### src/rtl/wb_trace_pkg.sv
// Shared types and constants for the writeback trace capture buffer.
package wb_trace_pkg;

    // Default timestamp width; the top-level STAMP_W parameter defaults to this.
    localparam int STAMP_W = 16;

    // Register index that is never traced.
    localparam logic [4:0] REG_X0 = 5'd0;

    // One captured writeback: destination, data and the cycle it was seen.
    typedef struct packed {
        logic [4:0]         rd;
        logic [31:0]        data;
        logic [STAMP_W-1:0] stamp;
    } wb_event_t;

endpackage

### src/rtl/wb_trace_mem.sv
// Entry storage for the trace FIFO: one write port and one asynchronous read
// port so the head entry falls through without a read-latency cycle.
// The whole array is reset so the head outputs read zero after reset.
module wb_trace_mem
    import wb_trace_pkg::*;
#(
    parameter int DEPTH = 16,
    parameter int AW    = $clog2(DEPTH)
) (
    input  logic            i_clk,
    input  logic            i_rst_n,
    input  logic            i_we,
    input  logic [AW-1:0]   i_waddr,
    input  wb_event_t       i_wdata,
    input  logic [AW-1:0]   i_raddr,
    output wb_event_t       o_rdata
);

    wb_event_t r_mem [DEPTH];

    // Clear every slot on reset, otherwise write the addressed slot.
    always_ff @(posedge i_clk or negedge i_rst_n) begin
        if (!i_rst_n) begin
            for (int i = 0; i < DEPTH; i++) begin
                r_mem[i] <= '0;
            end
        end else if (i_we) begin
            r_mem[i_waddr] <= i_wdata;
        end
    end

    // First-word fall-through read of the slot at the read pointer.
    always_comb begin
        o_rdata = r_mem[i_raddr];
    end

endmodule

### src/rtl/wb_trace_fifo.sv
// Writeback trace FIFO: stamps every non-x0 register writeback with a
// free-running cycle count, queues it, and lets a reader drain the queue
// through a valid/ready port. Writebacks lost to a full queue are counted
// in a saturating drop counter.
module wb_trace_fifo
    import wb_trace_pkg::*;
#(
    parameter int DEPTH   = 16,
    parameter int STAMP_W = wb_trace_pkg::STAMP_W,
    parameter int OVF_W   = 8
) (
    input  logic                      clk,
    input  logic                      reset,
    input  logic                      wb_valid,
    input  logic [4:0]                wb_rd,
    input  logic [31:0]               wb_data,
    output logic                      rd_valid,
    input  logic                      rd_ready,
    output logic [4:0]                rd_rd,
    output logic [31:0]               rd_data,
    output logic [STAMP_W-1:0]        rd_stamp,
    output logic [$clog2(DEPTH):0]    count,
    output logic                      full,
    output logic [OVF_W-1:0]          ovf_cnt,
    input  logic                      clr_ovf
);

    localparam int AW = $clog2(DEPTH);
    localparam int CW = AW + 1;

    logic [AW-1:0]      r_wptr;
    logic [AW-1:0]      r_rptr;
    logic [CW-1:0]      r_count;
    logic [STAMP_W-1:0] r_stamp;
    logic [OVF_W-1:0]   r_ovf;

    logic       w_push_req;
    logic       w_empty;
    logic       w_full;
    logic       w_pop;
    logic       w_push;
    logic       w_drop;
    wb_event_t  w_wdata;
    wb_event_t  w_head;

    // Handshake decode. A pop frees a slot in the same cycle, so a push into
    // a full queue still succeeds when the reader accepts the head.
    always_comb begin
        w_push_req = wb_valid && (wb_rd != REG_X0);
        w_empty    = (r_count == '0);
        w_full     = (r_count == CW'(DEPTH));
        w_pop      = !w_empty && rd_ready;
        w_push     = w_push_req && (!w_full || w_pop);
        w_drop     = w_push_req && w_full && !w_pop;
        w_wdata    = '{rd: wb_rd, data: wb_data, stamp: r_stamp};
    end

    wb_trace_mem #(
        .DEPTH (DEPTH),
        .AW    (AW)
    ) u_mem (
        .i_clk   (clk),
        .i_rst_n (reset),
        .i_we    (w_push),
        .i_waddr (r_wptr),
        .i_wdata (w_wdata),
        .i_raddr (r_rptr),
        .o_rdata (w_head)
    );

    // Pointers and occupancy; pointers wrap naturally, count tells full from empty.
    always_ff @(posedge clk or negedge reset) begin
        if (!reset) begin
            r_wptr  <= '0;
            r_rptr  <= '0;
            r_count <= '0;
        end else begin
            if (w_push) begin
                r_wptr <= r_wptr + AW'(1);
            end
            if (w_pop) begin
                r_rptr <= r_rptr + AW'(1);
            end
            case ({w_push, w_pop})
                2'b10:   r_count <= r_count + CW'(1);
                2'b01:   r_count <= r_count - CW'(1);
                default: r_count <= r_count;
            endcase
        end
    end

    // Free-running cycle stamp, wraps silently.
    always_ff @(posedge clk or negedge reset) begin
        if (!reset) begin
            r_stamp <= '0;
        end else begin
            r_stamp <= r_stamp + STAMP_W'(1);
        end
    end

    // Saturating drop counter; a clear wins over a same-cycle drop.
    always_ff @(posedge clk or negedge reset) begin
        if (!reset) begin
            r_ovf <= '0;
        end else if (clr_ovf) begin
            r_ovf <= '0;
        end else if (w_drop && (r_ovf != {OVF_W{1'b1}})) begin
            r_ovf <= r_ovf + OVF_W'(1);
        end
    end

    // Outputs are driven straight from registers or the storage array.
    always_comb begin
        rd_valid = !w_empty;
        full     = w_full;
        count    = r_count;
        ovf_cnt  = r_ovf;
        rd_rd    = w_head.rd;
        rd_data  = w_head.data;
        rd_stamp = w_head.stamp;
    end

endmodule

### config.mk
export PLATFORM = sky130hd
export DESIGN_NAME = wb_trace_fifo
export DESIGN_NICKNAME = d
export VERILOG_FILES = /design/src/rtl/wb_trace_pkg.sv /design/src/rtl/wb_trace_mem.sv /design/src/rtl/wb_trace_fifo.sv
export SDC_FILE = /design/constraint.sdc
export NUM_CORES = 1
export LEC_CHECK = 0
export BUFFER_PORTS_ARGS = -buffer_cell sky130_fd_sc_hd__clkbuf_2
export CAP_MARGIN = 20
export CORE_MARGIN = 2
export CORE_UTILIZATION = 50
export DETAILED_ROUTE_END_ITERATION = 12
export PLACE_DENSITY_LB_ADDON = 0.25
export SKIP_LAST_GASP = 1
export SLEW_MARGIN = 20
export SYNTH_ARGS = -nofsm -noshare
export SYNTH_HDL_FRONTEND = slang
export SYNTH_SLANG_ARGS = --single-unit
### constraint.sdc
create_clock -name clk -period 4.41 [get_ports clk]
set_clock_uncertainty 0.05 [all_clocks]
set_input_delay 0.882 -clock clk [delete_from_list [all_inputs] [get_ports clk]]
set_output_delay 0.882 -clock clk [all_outputs]
set_load 0.005 [all_outputs]
=== Word-level counts from Yosys, hierarchy flattened ===
Cells that the tools add are included.

* Output and inout port bits: 68
* Register bits: 885
* Bits of input ports: 42

* Eq/ne operators: 4
* Add/subtract/negate cells: 6
* Bitwise logic cells: 2
* Reduce and logical (&&, ||, !) cells: 15
* Multiplexer cells: 9
* Magnitude comparators: 3

{| class="wikitable"
|+ Operators by type and width
! cell !! number
|-
| $bwmux 848 || 1
|-
| $bmux 53 s4 || 1
|-
| $demux 53 s4 || 1
|-
| $mux 53 || 3
|-
| $add 16x1->16 const B || 1
|-
| $mux 8 || 2
|-
| $ge 5x5->1 const B || 2
|-
| $not 4->5 || 2
|-
| $pmux 5 s2 || 1
|-
| $add 4x1->4 const B || 2
|-
| $add 8x1->8 const B || 1
|-
| $ne 8x8->1 const B || 1
|-
| $logic_and 1x1->1 || 7
|-
| $add 5x1->5 const B || 1
|-
| $eq 5x5->1 const B || 1
|-
| $logic_not 5->1 || 1
|-
| $lt 5x1->1 const B || 1
|-
| $reduce_bool 5->1 || 1
|-
| $sub 5x1->5 const B || 1
|-
| $reduce_bool 2->1 || 2
|-
| $logic_not 1->1 || 3
|-
| $eq 2x1->1 const B || 1
|-
| $eq 2x2->1 const B || 1
|-
| $logic_or 1x1->1 || 1
|}

=== Depth between registers and ports, before layout ===
Gate-level depths: netlist (run 1).

* Word-level depth: 8
* Gate-level depth with buffers: 13

=== By module ===
A second synthesis (run 1) with hierarchy kept.

* Cells, all modules: 2469
* Area, all modules: 39806.9 sq um

{| class="wikitable"
|+ Modules (own cells, without submodules)
! module !! times used !! area each (sq um) !! seq. area each (sq um) !! cells an instance
|-
| wb_trace_mem || 1 || 37940.1 || 21220.4 || 2306
|-
| wb_trace_fifo || 1 || 1866.8 || 925.9 || 163
|}

=== Worst setup path after synthesis (run 1) ===
Ideal clock, no wire load.

* Path type: input -> register
* From: input wb_rd[2]
* To: register r_count[4], in the netlist count[4]
* Path slack: 0.652 ns
* Required time: 4.228 ns
* Arrival time: 3.576 ns
* Stages on the path: 13
* Library setup time: 0.132 ns
* Cell sequence: or4_1 -> o21ai_0 -> clkbuf_1 -> a21oi_1 -> inv_1 -> ha_1 -> clkbuf_1 -> xor2_1 -> ha_1 -> o211a_1 -> nor2_1 -> or4_1 -> nor4bb_1

* Word-level cells in the longest chain between the ends: 5
* Elaborated cells on any way between the ends: 7
* Classes of those cells: eq/ne: 2; mux: 1; reduce/logical: 4

{| class="wikitable"
|+ RTL lines
! item !! line !! source
|-
| start, declared || wb_trace_fifo.sv:15 || <nowiki>input logic [4:0] wb_rd,</nowiki>
|-
| $reduce_bool 5->1 * || wb_trace_fifo.sv:49 || <nowiki>w_push_req = wb_valid && (wb_rd != REG_X0);</nowiki>
|-
| $logic_and 1x1->1 * || wb_trace_fifo.sv:49 ||
|-
| $logic_and 1x1->1 * || wb_trace_fifo.sv:53 || <nowiki>w_push = w_push_req && (!w_full || w_pop);</nowiki>
|-
| $eq 2x1->1 or $eq 2x2->1 (tied branches) || wb_trace_fifo.sv:84 || <nowiki>case ({w_push, w_pop})</nowiki>
|-
| $pmux 5 s2 or $reduce_bool 2->1 (tied branches) || -- ||
|-
| end signal, assigned || wb_trace_fifo.sv:85 || <nowiki>2'b10: r_count <= r_count + CW'(1);</nowiki>
|-
| end signal, assigned || wb_trace_fifo.sv:86 || <nowiki>2'b01: r_count <= r_count - CW'(1);</nowiki>
|-
| end signal, assigned || wb_trace_fifo.sv:87 || <nowiki>default: r_count <= r_count;</nowiki>
|-
| end, declared || wb_trace_fifo.sv:33 || <nowiki>logic [CW-1:0] r_count;</nowiki>
|}

Every way passes the cells marked *; elsewhere a longest branch is shown, timed or not.
A chain may end at the register's enable or synchronous reset.

=== Worst setup path in the final report (run 1) ===
* From: register r_rptr[0]
* To: output rd_data[11]

* Word-level cells in the longest chain between the ends: 4

{| class="wikitable"
|+ RTL lines
! item !! line !! source
|-
| start, declared || wb_trace_fifo.sv:32 || <nowiki>logic [AW-1:0] r_rptr;</nowiki>
|-
| start signal, assigned || wb_trace_fifo.sv:82 || <nowiki>r_rptr <= r_rptr + AW'(1);</nowiki>
|-
| $not 4->5 (not written as such) || wb_trace_mem.sv:34 || <nowiki>o_rdata = r_mem[i_raddr];</nowiki>
|-
| $bmux 53 s4 || wb_trace_mem.sv:34 ||
|-
| $mux 53 (not written as such) (2 in a row) || wb_trace_mem.sv:34 ||
|-
| end, declared || wb_trace_fifo.sv:20 || <nowiki>output logic [31:0] rd_data,</nowiki>
|}

Every way passes these cells. The select of a mux whose other input is x is not followed.

==> results.txt, run 1 <==
outcome -> finished clean
CP max stage cell -> dfrtp_4
clk_lat worst skew -> 650 ps
Synth cell types -> 49
r2r worst-path depth -> 6
Post CTS Setup Buffer Count -> 0
maximum single-stage delay on the critical path -> 680 ps
flops & latches, synth -> 885
Detailed Route WL -> 94900 um
largest family of logic cells by synthesized area -> multiplexers
initial core utilization -> 50.3%
RSZ-0062 raised after global routing -> no
port bufs -> 109
DR vias -> 22400
crit path launch type -> register
Layout Cells excl Fill -> 3718
routed len/inst -> 25.5 um
mux contribution to synthesized area -> 36.9%
Post-synth EDFFs -> 0
area of the multi-input gates -> 17400 um2
syn nets -> 2565
Post-Syn Area per Cell -> 16.4 um2
CP endpoint kind -> primary output
first-pass GRT wire length -> 150000 um
Crit path arrival time -> 3000 ps
Routed Antenna Nets -> 0
Primary FF master, synth -> dfrtp_1
Pwr Total -> 32.7 mW
leading cell types in the layout, fill and taps excluded -> dfrtp_1 (883), mux2_2 (640), mux4_2 (212)
max_slew headroom -> 29.8%
vias in the first global route -> 24700
fraction of layout cells with a size suffix above 1 -> 53.8%
critical-path cell list -> buf_12 > mux4_2 > a22oi_1 > nand2_1 > clkbuf_2
final hold viol count -> 0
die area -> 84500 um2
Die Span Y -> 291 um
final-stage net count -> 2626
Total Routing Usage GR -> 22.9%
GPL Wtd Cong -> 0.741
first-pass iteration count of the detailed router -> 5
Die Wd -> 291 um
initial antenna violation count -> 0
Post-Synth Adder-Cell Area -> 0.335%
synthesis warning total -> 0
setup ws final -> 482 ps
RR Endpoint -> u_mem.r_mem[202]
fin util -> 56.1%
num ports -> 110
DRC Markers -> 0
commonest non-fill, non-tap cell in the layout -> dfrtp_1
Reg area -> 22200 um2
filler instances -> 6320
Placed Instances -> 3546
period utilisation layout -> 89.1%
H-tree Lvls -> 3
peak supply drop -> 645 uV
buffer depth of the longest clock path -> 3
Placed Area -> 42700 um2
hold slack -> 202 ps
worst slew pin tran -> 1050 ps
r2r setup slk -> 1080 ps
Sinks on Clock Net -> 885
GRT overflow -> 0
Clock Pin Slew Worst Setup and Hold Paths -> 60 ps
sequential cell area fraction in the yosys report -> 53.9%
cts bufs inserted -> 95
DRT iter0 DRCs -> 1366
Setup violations, final -> 0
CTS tree -> yes
core area -> 81700 um2
setup TNS -> 0 ps
post-layout min period -> 3930 ps
Fmax achieved -> 255 MHz
Synth Area in Compound Gates -> 2.29%
Inserted Diodes -> 0
layout overhead on the synthesized area -> 11.5%
DP Worst Slack -> 457 ps
Mapped Cells -> 2512
Tightest Hold Check Type -> primary input to asynchronous set/reset pin
largest net degree at the start of global routing -> 117
Root Buffer -> clkbuf_16
Slew Viols, Final -> 0
Core Rows -> 105
fin area -> 45800 um2
Crit path required time -> 3480 ps
xor-xnor portion of the synthesized cell area -> 0.511%
hold_buf cts -> 0
PD cells -> 713 nW/um2
synthesized cell area -> 41100 um2
Setup CP Type -> register to primary output
post-cts resize count -> 0
ys async rst share -> 100%
leakage power -> 20.8 nW
Max-cap violations -> 0
Critical R2R Launch -> count[1]
post-synthesis simple-gate area fraction -> 2.21%
vias per cell -> 6.03
Max Fanout on Critical Path -> 51
DP Wirelength -> 55600 um
per-layer routing:
layer  wire (um)  track usage [%]  vias to the layer above
met5           0                0                        -
met2       46800             37.7                      405
met4        1470             5.35                        0
met3        3500             2.88                      105
li1            -                -                     9492
met1       43200             32.7                    12400
worst max path at each step:
stage / from / endpoint / depth (start not counted) / slack, ps
floorplan: wb_rd[2] / count[4] / 13 / 650
global placement: wb_rd[0] / count[4] / 12 / 550
detailed placement: wb_rd[0] / count[4] / 12 / 460
CTS: r_rptr[0] / rd_data[11] / 5 / 410
global route: r_rptr[0] / rd_data[11] / 5 / 300
finish: r_rptr[0] / rd_data[11] / 5 / 480
logic make-up after synthesis:
group | count (synthesis)
xor+xnor | 24
mux | 1067
fa+ha+maj | 11
flops | 885
simple gates | 156
buf+inv | 241
compound gates | 128
cell usage after synthesis, types with 4 or more instances:
cell | number | area (um2)
nand3_1 | 13 | 65.1
nor2_1 | 15 | 56.3
a21oi_1 | 5 | 25.0
xnor2_1 | 15 | 131
buf_12 | 20 | 400
mux2_4 | 200 | 3000
buf_6 | 36 | 405
buf_1 | 11 | 41.3
dfrtp_1 | 885 | 22100
nand2_1 | 64 | 240
nand3_2 | 4 | 40.0
mux2_1 | 14 | 158
clkbuf_8 | 4 | 55.1
nand4_1 | 6 | 37.5
nor4_1 | 4 | 25.0
nor2b_1 | 11 | 68.8
and3_1 | 7 | 43.8
buf_2 | 44 | 220
ha_1 | 11 | 138
clkbuf_1 | 118 | 443
or4_1 | 5 | 37.5
o21ai_0 | 6 | 30.0
a22oi_1 | 106 | 796
mux2_2 | 640 | 7210
inv_1 | 7 | 26.3
xor2_1 | 9 | 78.8
and4_4 | 4 | 45.0
mux4_2 | 212 | 4770
nand4_2 | 5 | 62.6
final cells by class:
type | count | share of cell area, %
clock buffers | 141 | 6.13
flip-flops and latches | 885 | 48.3
multi-input cells | 1386 | 38.1
well taps | 1070 | 2.92
clock inverters | 31 | 0.702
inverters | 7 | 0.0573
repair buffers | 198 | 3.76
where the power goes:
group / internal (mW) / switching (mW)
combinational: 6.77 / 4.94
clock: 4.65 / 3.29
sequential: 11.2 / 1.80
sequential cells by signal, summed over array words and instances (netlist names):
name         count
ovf_cnt          8
r_rptr           4
count            5
r_wptr           4
r_stamp         16
u_mem.r_mem    848
critical path: cells and delay by family (launching register included):
kind,cells,cell delay (ps)
mux,1,560
buf+inv,2,560
compound gates,1,380
flops,1,680
simple gates,1,130
Note: power is estimated with default switching activity, not from simulation.
==> run 2: changes to the inputs <==
Settings changed: CORE_UTILIZATION 50 to 65.
==> results.txt, run 2 (synthesized netlist as in run 1, its figures left out) <==
core area -> 62900 um2 (-23%)
vias in the first global route -> 24700 (+0.25%)
clk_lat worst skew -> 630 ps (-20 ps)
setup TNS -> 0 ps (unchanged)
worst slew pin tran -> 1100 ps (+44.9 ps)
Clock Pin Slew Worst Setup and Hold Paths -> 60 ps (about the same)
CP endpoint kind -> primary output
Sinks on Clock Net -> 885 (unchanged)
vias per cell -> 6.49 (+7.6%)
Total Routing Usage GR -> 29.4% (+6.5 points)
first-pass iteration count of the detailed router -> 5 (unchanged)
DRT iter0 DRCs -> 1454 (+6.4%)
Placed Instances -> 3307 (-6.7%)
r2r worst-path depth -> 9 (+3)
max_slew headroom -> 26.8% (-3.0 points)
DP Worst Slack -> 371 ps (-86.2 ps)
Max-cap violations -> 0 (unchanged)
Die Wd -> 255 um (-12%)
Core Rows -> 92 (-12%)
Setup violations, final -> 0 (unchanged)
Setup CP Type -> register to primary output
die area -> 65300 um2 (-23%)
crit path buf inv count -> 3 (+1)
RSZ-0062 raised after global routing -> no
period utilisation layout -> 87.5% (-1.6 points)
post-cts resize count -> 0 (unchanged)
H-tree Lvls -> 3 (unchanged)
cts bufs inserted -> 91 (-4.2%)
final-stage net count -> 2607 (-0.72%)
fin util -> 72.3% (+16 points)
outcome -> finished clean
leakage power -> 20.8 nW (-0.28%)
first-pass GRT wire length -> 148000 um (-1.3%)
num ports -> 110 (unchanged)
PD cells -> 723 nW/um2 (+1.3%)
Post CTS Setup Buffer Count -> 0 (unchanged)
CTS tree -> yes
maximum single-stage delay on the critical path -> 590 ps (-90 ps)
fraction of layout cells with a size suffix above 1 -> 53.4% (-0.43 points)
Critical R2R Launch -> count[1]
layout overhead on the synthesized area -> 10.6%
Max Fanout on Critical Path -> 43 (-16%)
DRC Markers -> 0 (unchanged)
Tightest Hold Check Type -> primary input to asynchronous set/reset pin
hold slack -> 275 ps (+72.1 ps)
area of the multi-input gates -> 17400 um2 (unchanged)
peak supply drop -> 487 uV (-24%)
Inserted Diodes -> 0 (unchanged)
DR vias -> 22600 (+0.62%)
critical-path cell list -> buf_12 > buf_4 > mux4_2 > a22oi_1 > nand2_1 > clkbuf_2
Slew Viols, Final -> 0 (unchanged)
RR Endpoint -> count[4]
commonest non-fill, non-tap cell in the layout -> dfrtp_1
Largest register FFs -> 848 (unchanged)
Reg area -> 22200 um2 (unchanged)
Detailed Route WL -> 93400 um (-1.6%)
filler instances -> 3896 (-38%)
CP max stage cell -> dfrtp_4
buffer depth of the longest clock path -> 3 (unchanged)
initial core utilization -> 65.4% (+15 points)
setup ws final -> 551 ps (+69.1 ps)
port bufs -> 109 (unchanged)
post-layout min period -> 3860 ps (-69.1 ps)
DP Wirelength -> 53300 um (-4.2%)
crit path launch type -> register
Fmax achieved -> 259 MHz (+1.8%)
final hold viol count -> 0 (unchanged)
Crit path arrival time -> 2930 ps (-70 ps)
largest net degree at the start of global routing -> 105 (-10%)
GPL Wtd Cong -> 0.774 (+4.4%)
Layout Cells excl Fill -> 3476 (-6.5%)
Crit path required time -> 3480 ps (about the same)
Root Buffer -> clkbuf_16
GRT overflow -> 0 (unchanged)
Largest Register -> u_mem.r_mem
leading cell types in the layout, fill and taps excluded -> dfrtp_1 (883), mux2_2 (640), mux4_2 (212)
kind of cell adding the most delay to the critical path -> buffers and inverters
Die Span Y -> 255 um (-12%)
r2r setup slk -> 1370 ps (+290 ps)
initial antenna violation count -> 0 (unchanged)
Routed Antenna Nets -> 0 (unchanged)
hold_buf cts -> 0 (unchanged)
routed len/inst -> 26.9 um (+5.2%)
==> run 2: worst max-delay path by stage <==
| stage | start | to | slack (ps) | cells past startpoint |
|---|---|---|---|---|
| 6_report | r_rptr[0] | rd_data[7] | 550 | 6 |
| 4_1_cts | r_rptr[0] | rd_data[7] | 470 | 6 |
| 3_5_place_dp | wb_rd[2] | count[4] | 370 | 12 |
| 3_3_place_gp | wb_rd[2] | count[4] | 520 | 12 |
| 5_1_grt | r_rptr[0] | rd_data[7] | 340 | 6 |
| 2_1_floorplan | wb_rd[2] | count[4] | 650 | 13 |
==> run 2: final cells by class <==
cell class,instances,area share (%)
Clock buffer,138,5.98
Sequential cell,885,48.7
Multi-Input combinational cell,1386,38.4
Tap cell,846,2.33
Timing Repair Buffer,183,3.55
Inverter,7,0.0578
Clock inverter,31,0.977
==> run 2: layer usage <==
metal | routed length [um] | global-route usage [%] | vias to the layer above
li1 | - | - | 9461
met1 | 39600 | 41.5 | 12300
met2 | 46900 | 48.4 | 604
met3 | 4670 | 4.80 | 142
met4 | 2170 | 7.68 | 0
met5 | 0 | 0 | -
==> run 2: stage by stage <==
step	instance area, um2	total power [mW]
after detailed placement	42300	24.9
after CTS	45500	33.0
after global placement	42300	24.2
final	45500	32.8
after floorplan	41100	21.3
after global routing	45500	34.4
==> run 2: power breakdown <==
part,internal [mW],switching (mW)
Combinational,6.77,4.97
Clock,4.84,3.19
Sequential,11.2,1.83
==> run 2: worst register-to-register path: stages (launching register included) <==
cell and delay (ps):
dfrtp_1 490, nor4_4 430, a21boi_1 260, ha_1 400, xor2_1 200, ha_1 230, nor2b_1 140, o21ai_0 290
o221ai_1 180, nor4bb_1 270
